--- src/rtl/adc_sample_averager_pkg.sv ---
// Shared types and helpers for the ADC sample averager: FSM states,
// default sample width, offset-binary conversion and saturating negation.
package adc_pkg;

    localparam int WIRE_WIDTH_DEFAULT = 14;

    typedef enum logic [1:0] {
        IDLE  = 2'd0,
        ACCUM = 2'd1,
        HOLD  = 2'd2
    } state_e;

    // Offset binary becomes two's complement by flipping the sample MSB.
    function automatic logic [31:0] offset_to_twos(input logic [31:0] raw, input int width);
        return raw ^ (32'd1 << (width - 1));
    endfunction

    // The most negative code has no positive twin, so it clamps to full scale.
    function automatic logic signed [31:0] sat_negate(input logic signed [31:0] x, input int width);
        logic signed [31:0] min_v;
        min_v = -(32'sd1 <<< (width - 1));
        if (x == min_v) begin
            return -x - 32'sd1;
        end
        return -x;
    endfunction

endpackage

--- src/rtl/adc_sample_averager_if.sv ---
// Handshake bundle between the ADC pins / SPGD controller and the averager.
interface adc_sample_averager_if #(
    parameter int WIRE_WIDTH = 14
);
    logic [WIRE_WIDTH-1:0] adc_in;
    logic                  adc_valid;
    logic                  start;
    logic                  busy;
    logic [WIRE_WIDTH-1:0] data_out;
    logic                  data_valid;
    logic                  data_ready;

    modport master (
        output adc_in, adc_valid, start, data_ready,
        input  busy, data_out, data_valid
    );

    modport slave (
        input  adc_in, adc_valid, start, data_ready,
        output busy, data_out, data_valid
    );
endinterface

--- src/rtl/adc_sample_averager_offset_to_twos.sv ---
// Registered input stage: offset binary to two's complement, optionally
// negated with saturation when ADC_INVERT_EN is defined.
module adc_offset_to_twos
    import adc_pkg::*;
#(
    parameter int WIRE_WIDTH = WIRE_WIDTH_DEFAULT
) (
    input  logic                         clk,
    input  logic                         rst,
    input  logic [WIRE_WIDTH-1:0]        adc_i,
    input  logic                         adc_valid_i,
    input  logic                         accum_en_i,
    output logic signed [WIRE_WIDTH-1:0] s_data_o,
    output logic                         s_valid_o
);

    logic signed [WIRE_WIDTH-1:0] conv;
    logic signed [WIRE_WIDTH-1:0] s_data_q;
    logic                         s_valid_q;

    always_comb begin
`ifdef ADC_INVERT_EN
        conv = WIRE_WIDTH'(sat_negate(32'(signed'(WIRE_WIDTH'(offset_to_twos(32'(adc_i), WIRE_WIDTH)))), WIRE_WIDTH));
`else
        conv = WIRE_WIDTH'(offset_to_twos(32'(adc_i), WIRE_WIDTH));
`endif
    end

    always_ff @(posedge clk) begin
        if (rst) begin
            s_data_q  <= '0;
            s_valid_q <= 1'b0;
        end else begin
            s_data_q  <= conv;
            s_valid_q <= adc_valid_i && accum_en_i;
        end
    end

    assign s_data_o  = s_data_q;
    assign s_valid_o = s_valid_q;

endmodule

--- src/rtl/adc_sample_averager.sv ---
// Averages a burst of 2^AVG_LOG2 converted ADC samples per start request and
// returns the floor-rounded mean over valid/ready. Option: ADC_INVERT_EN.
module adc_sample_averager
    import adc_pkg::*;
#(
    parameter int WIRE_WIDTH = WIRE_WIDTH_DEFAULT,
    parameter int AVG_LOG2   = 4
) (
    input logic                  clk,
    input logic                  rst,
    adc_sample_averager_if.slave bus
);

    localparam int ACC_W = WIRE_WIDTH + AVG_LOG2;
    localparam int CNT_W = AVG_LOG2 + 1;
    localparam int N     = 1 << AVG_LOG2;

    state_e                       state_q, state_d;
    logic signed [ACC_W-1:0]      acc_q, acc_d;
    logic [CNT_W-1:0]             cnt_q, cnt_d;
    logic signed [WIRE_WIDTH-1:0] data_out_q, data_out_d;
    logic                         data_valid_q, data_valid_d;
    logic                         busy_q, busy_d;
    logic signed [WIRE_WIDTH-1:0] s_data;
    logic                         s_valid;
    logic signed [ACC_W-1:0]      sum;

    adc_offset_to_twos #(
        .WIRE_WIDTH(WIRE_WIDTH)
    ) u_input (
        .clk        (clk),
        .rst        (rst),
        .adc_i      (bus.adc_in),
        .adc_valid_i(bus.adc_valid),
        .accum_en_i (state_q == ACCUM),
        .s_data_o   (s_data),
        .s_valid_o  (s_valid)
    );

    // Next-state logic; the final sample is folded in directly when computing the mean.
    always_comb begin
        state_d      = state_q;
        acc_d        = acc_q;
        cnt_d        = cnt_q;
        data_out_d   = data_out_q;
        data_valid_d = data_valid_q;
        sum          = acc_q + ACC_W'(s_data);
        case (state_q)
            IDLE: begin
                if (bus.start) begin
                    state_d = ACCUM;
                    acc_d   = '0;
                    cnt_d   = '0;
                end
            end
            ACCUM: begin
                if (s_valid) begin
                    acc_d = sum;
                    cnt_d = cnt_q + CNT_W'(1);
                    if (cnt_q == CNT_W'(N - 1)) begin
                        data_out_d   = WIRE_WIDTH'(sum >>> AVG_LOG2);
                        data_valid_d = 1'b1;
                        state_d      = HOLD;
                    end
                end
            end
            HOLD: begin
                if (data_valid_q && bus.data_ready) begin
                    data_valid_d = 1'b0;
                    state_d      = IDLE;
                end
            end
            default: state_d = IDLE;
        endcase
        busy_d = (state_d != IDLE);
    end

    always_ff @(posedge clk) begin
        if (rst) begin
            state_q      <= IDLE;
            acc_q        <= '0;
            cnt_q        <= '0;
            data_out_q   <= '0;
            data_valid_q <= 1'b0;
            busy_q       <= 1'b0;
        end else begin
            state_q      <= state_d;
            acc_q        <= acc_d;
            cnt_q        <= cnt_d;
            data_out_q   <= data_out_d;
            data_valid_q <= data_valid_d;
            busy_q       <= busy_d;
        end
    end

    assign bus.busy       = busy_q;
    assign bus.data_out   = data_out_q;
    assign bus.data_valid = data_valid_q;

endmodule

--- src/flat_wrapper.sv ---
// flat-port wrapper written by rule: the top's interface ports become plain ports
module adc_sample_averager_flat import adc_pkg::*;
#(
    parameter int WIRE_WIDTH = WIRE_WIDTH_DEFAULT,
    parameter int AVG_LOG2   = 4
)
  (clk, rst, bus_adc_in, bus_adc_valid, bus_start, bus_data_ready, bus_busy, bus_data_out, bus_data_valid);
  adc_sample_averager_if #(.WIRE_WIDTH(WIRE_WIDTH)) bus_i ();
  input logic clk;
  input logic rst;
  input wire logic [$bits(bus_i.adc_in)-1:0] bus_adc_in;
  input wire logic [$bits(bus_i.adc_valid)-1:0] bus_adc_valid;
  input wire logic [$bits(bus_i.start)-1:0] bus_start;
  input wire logic [$bits(bus_i.data_ready)-1:0] bus_data_ready;
  output wire logic [$bits(bus_i.busy)-1:0] bus_busy;
  output wire logic [$bits(bus_i.data_out)-1:0] bus_data_out;
  output wire logic [$bits(bus_i.data_valid)-1:0] bus_data_valid;
  assign bus_i.adc_in = bus_adc_in;
  assign bus_i.adc_valid = bus_adc_valid;
  assign bus_i.start = bus_start;
  assign bus_i.data_ready = bus_data_ready;
  assign bus_busy = bus_i.busy;
  assign bus_data_out = bus_i.data_out;
  assign bus_data_valid = bus_i.data_valid;
  adc_sample_averager #(.WIRE_WIDTH(WIRE_WIDTH), .AVG_LOG2(AVG_LOG2)) u_core (.clk(clk), .rst(rst), .bus(bus_i));
endmodule
--- config.mk ---
export PLATFORM = sky130hd
export DESIGN_NAME = adc_sample_averager_flat
export DESIGN_NICKNAME = d
export VERILOG_FILES = /design/src/rtl/adc_sample_averager_pkg.sv /design/src/rtl/adc_sample_averager_if.sv /design/src/rtl/adc_sample_averager_offset_to_twos.sv /design/src/rtl/adc_sample_averager.sv /design/src/flat_wrapper.sv
export SDC_FILE = /design/constraint.sdc
export NUM_CORES = 1
export LEC_CHECK = 0
export ABC_AREA = 0
export BUFFER_PORTS_ARGS = -buffer_cell sky130_fd_sc_hd__buf_2
export CAP_MARGIN = 5
export CORE_UTILIZATION = 45
export CTS_BUF_LIST = sky130_fd_sc_hd__clkbuf_8
export CTS_CLUSTER_SIZE = 20
export DETAILED_ROUTE_END_ITERATION = 12
export PLACE_DENSITY = 0.67
export SETUP_SLACK_MARGIN = 0.2
export SYNTH_ARGS = -nofsm -noshare
export SYNTH_HDL_FRONTEND = slang
export SYNTH_HIERARCHICAL = 1
export SYNTH_SLANG_ARGS = --single-unit
--- constraint.sdc ---
create_clock -name clk -period 2.3 [get_ports clk]
set_input_delay 0.345 -clock clk [delete_from_list [all_inputs] [get_ports clk]]
set_output_delay 0.345 -clock clk [all_outputs]
set_load 0.02 [all_outputs]
==> out/qor.yml <==
period_minus_slack_ns: 2.11
hold_viol: 0
hp-start: "bus_adc_in[13]"
yosys.area.top_type: "dfxtp_1"
status: "finished clean"
yosys.area.top_type_share: 0.391
dr.pass1.iters: 5
final_cell_mix: "dfxtp_1, nand2_1, buf_2, a21oi_1, buf_4"
syn_to_final_growth_pct: 22.8
cts_tree: "built"
ys.flop_type: "dfxtp_1"
synth_area_leaders: "dfxtp_1, ha_1, a21oi_1"
synth_warnings: 6
synth_nets: 362
max_cap_viol_count: 0
clk_path_buf_depth: 2
grt_pass1_wl_um: 10500
p_leak_nw: 1.49
clk_pin_slew_ns: 0.09
dr_total_vias: 2477
min_path_type: "in -> reg"
cp-start-kind: "flop"
via_per_inst: 5.53
clock_latency_ns: 0.30
fillers: 549
coreArea_sq_um: 6030
htreeDepth: 2
groute.usage.overall: 0.207
ys_ff_latch: 56
synth-async-reset-ratio: 0
synth_cells: 323
period_share: 0.915
cts-root-buf: "clkbuf_8"
cp_slowest_cell: "fa_2"
crit_chain: "buf_4 > fa_2 > a211oi_2 > nor2_1 > a41oi_2 > o21ai_2 > a21oi_2 > xnor2_1 > a22o_1"
core.rowCount: 28
critPathBufInv: 1
num_antenna_cells: 0
pre_cts_ws_ns: 0.0603
layout_commonest_cell: "dfxtp_1"
whs_ns: 0.185
synth_edf_count: 0
r2r_start: "u_core/acc_q[1]$_SDFFE_PP0P_"
multi_input_area_sq_um: 1830
cts_made_buffers: 5
initial_utilization: 0.476
max_freq_mhz: 475
fin_ws_ns: 0.195
grt_pass1_vias: 2209
placed_area_sq_um: 3180
yosysUniqueCellTypes: 51
p_per_area_nw_per_um2: 516
drt-total-wl_um: 6420
cp_data_required_time_ns: 2.50
antenna_found_initial: 0
avgSynthCellArea_sq_um: 8.88
clock-sinks: 56
design.die.area_sq_um: 6700
grt-ovfl-total: 0
finalInstanceArea_sq_um: 3520
grt_max_degree: 23
critPathLaunch: "u_core/acc_q[1]$_SDFFE_PP0P_"
critical_path_arrival_ns: 2.31
post_drt_wl_per_cell_um: 14.3
io_buffers: 34
die_w_um: 81.8
clock_skew_ns: 0.00600
drive_gt1_frac: 0.292
ff_latch_area_sq_um: 1130
ys_seq_area_frac: 0.391
fin_nets: 411
report.final.slew_viol_count: 0
gp_congestion: 0.903
critPathMaxFanout: 4
setup-tns-final_ns: 0
die_h_um: 81.8
critPathCaptureType: "flop"
worstSetupPathType: "reg -> reg"
dp_hpwl_um: 4640
rsz0062_at_grt: "true"
drtIter0Drc: 107
max_stage_delay_ns: 0.39
cp_top_family: "compound AO/OA/AOI/OAI gates"
detail-route-antenna-nets: 0
drc: 0
setup_viol: 0
pin_count: 35
syn_area_sq_um: 2870
relSlewSlack: 0.676
hold_buffers: 0
vdd_drop_max_v: 0.000304
worst_slew_pin_slew_ns: 0.484
[per-layer routing]
metal,vias up,share of wire,GRT usage
met5,-,0,0
met4,0,0.012,0.0632
met3,8,0.057,0.0467
met2,77,0.43,0.315
met1,1144,0.50,0.287
li1,1248,-,-
[final timing paths]
| kind | to | slack, ns | cells past startpoint |
|---|---|---|---|
| worst min-delay path | u_core/u_input/s_data_o[13]$_SDFF_PP0_ | 0.18 | 2 |
| worst max-delay path | u_core/acc_q[12]$_SDFFE_PP0P_ | 0.19 | 9 |
| worst max register to register | u_core/acc_q[12]$_SDFFE_PP0P_ | 0.19 | 9 |
| worst min register to register | u_core/bus.data_out[2]$_SDFFE_PP0P_ | 0.46 | 2 |
[report_power, final]
group,switching (mW),internal (mW)
Sequential,0.0146,0.992
Clock,0.303,0.319
Combinational,0.107,0.0822
[repair_timing]
| item | CTS | global route |
|---|---|---|
| gates resized for setup | 15 | 21 |
| cloned | 0 | 0 |
| setup buffers | 7 | 3 |
| endpoints found under the setup margin | 11 | 19 |
| pin swaps | 15 | 16 |
[synth_stat cells, types with 3 or more instances]
cell type / count
a22o_1: 10
ha_1: 19
and3_1: 3
nand2b_1: 4
a21oi_1: 35
o21ai_0: 13
inv_1: 3
nand2_1: 42
clkbuf_1: 14
nor2b_1: 4
xor2_1: 10
nand3_1: 7
xnor2_1: 10
dfxtp_1: 56
nand4_1: 8
a22oi_1: 5
a21o_1: 8
nor2_1: 22
nor2b_2: 7
and2b_1: 5
[flip-flops by register name (all words and copies together) (netlist names)]
register	cells
u_core/acc_q	18
u_core/bus.busy	1
u_core/bus.data_out	14
u_core/bus.data_valid	1
u_core/cnt_q	5
u_core/state_q	2
u_core/u_input/s_data_o	14
u_core/u_input/s_valid_o	1
[cell type report]
| type | count | share of cell area |
|---|---|---|
| clock buffer | 5 | 0.0195 |
| clock inverter | 3 | 0.0110 |
| inverter | 3 | 0.00320 |
| multi-input combinational | 248 | 0.520 |
| sequential | 56 | 0.320 |
| tap | 75 | 0.0266 |
| timing repair buffer | 58 | 0.0994 |
[kinds of logic (layout without fill, tap and decap cells)]
group | count (synthesis) | in the layout | synth area share
AOI/OAI and AO/OA | 90 | 90 | 0.216
xor gates and xnor gates | 20 | 20 | 0.0611
adders and majority gates | 20 | 20 | 0.0898
buffers and inverters | 19 | 69 | 0.0279
DFF | 56 | 56 | 0.391
muxes | 1 | 1 | 0.00349
and+or+nand+nor | 117 | 117 | 0.211
[per-stage QoR]
step	total power, mW	instances	util
2_1_floorplan	1.14	323	-
3_3_place_gp	1.19	430	0.527
3_5_place_dp	1.20	430	0.527
4_1_cts	1.83	445	0.566
5_1_grt	1.90	448	0.585
6_report	1.82	448	0.585
(Power assumes the default switching activity.)
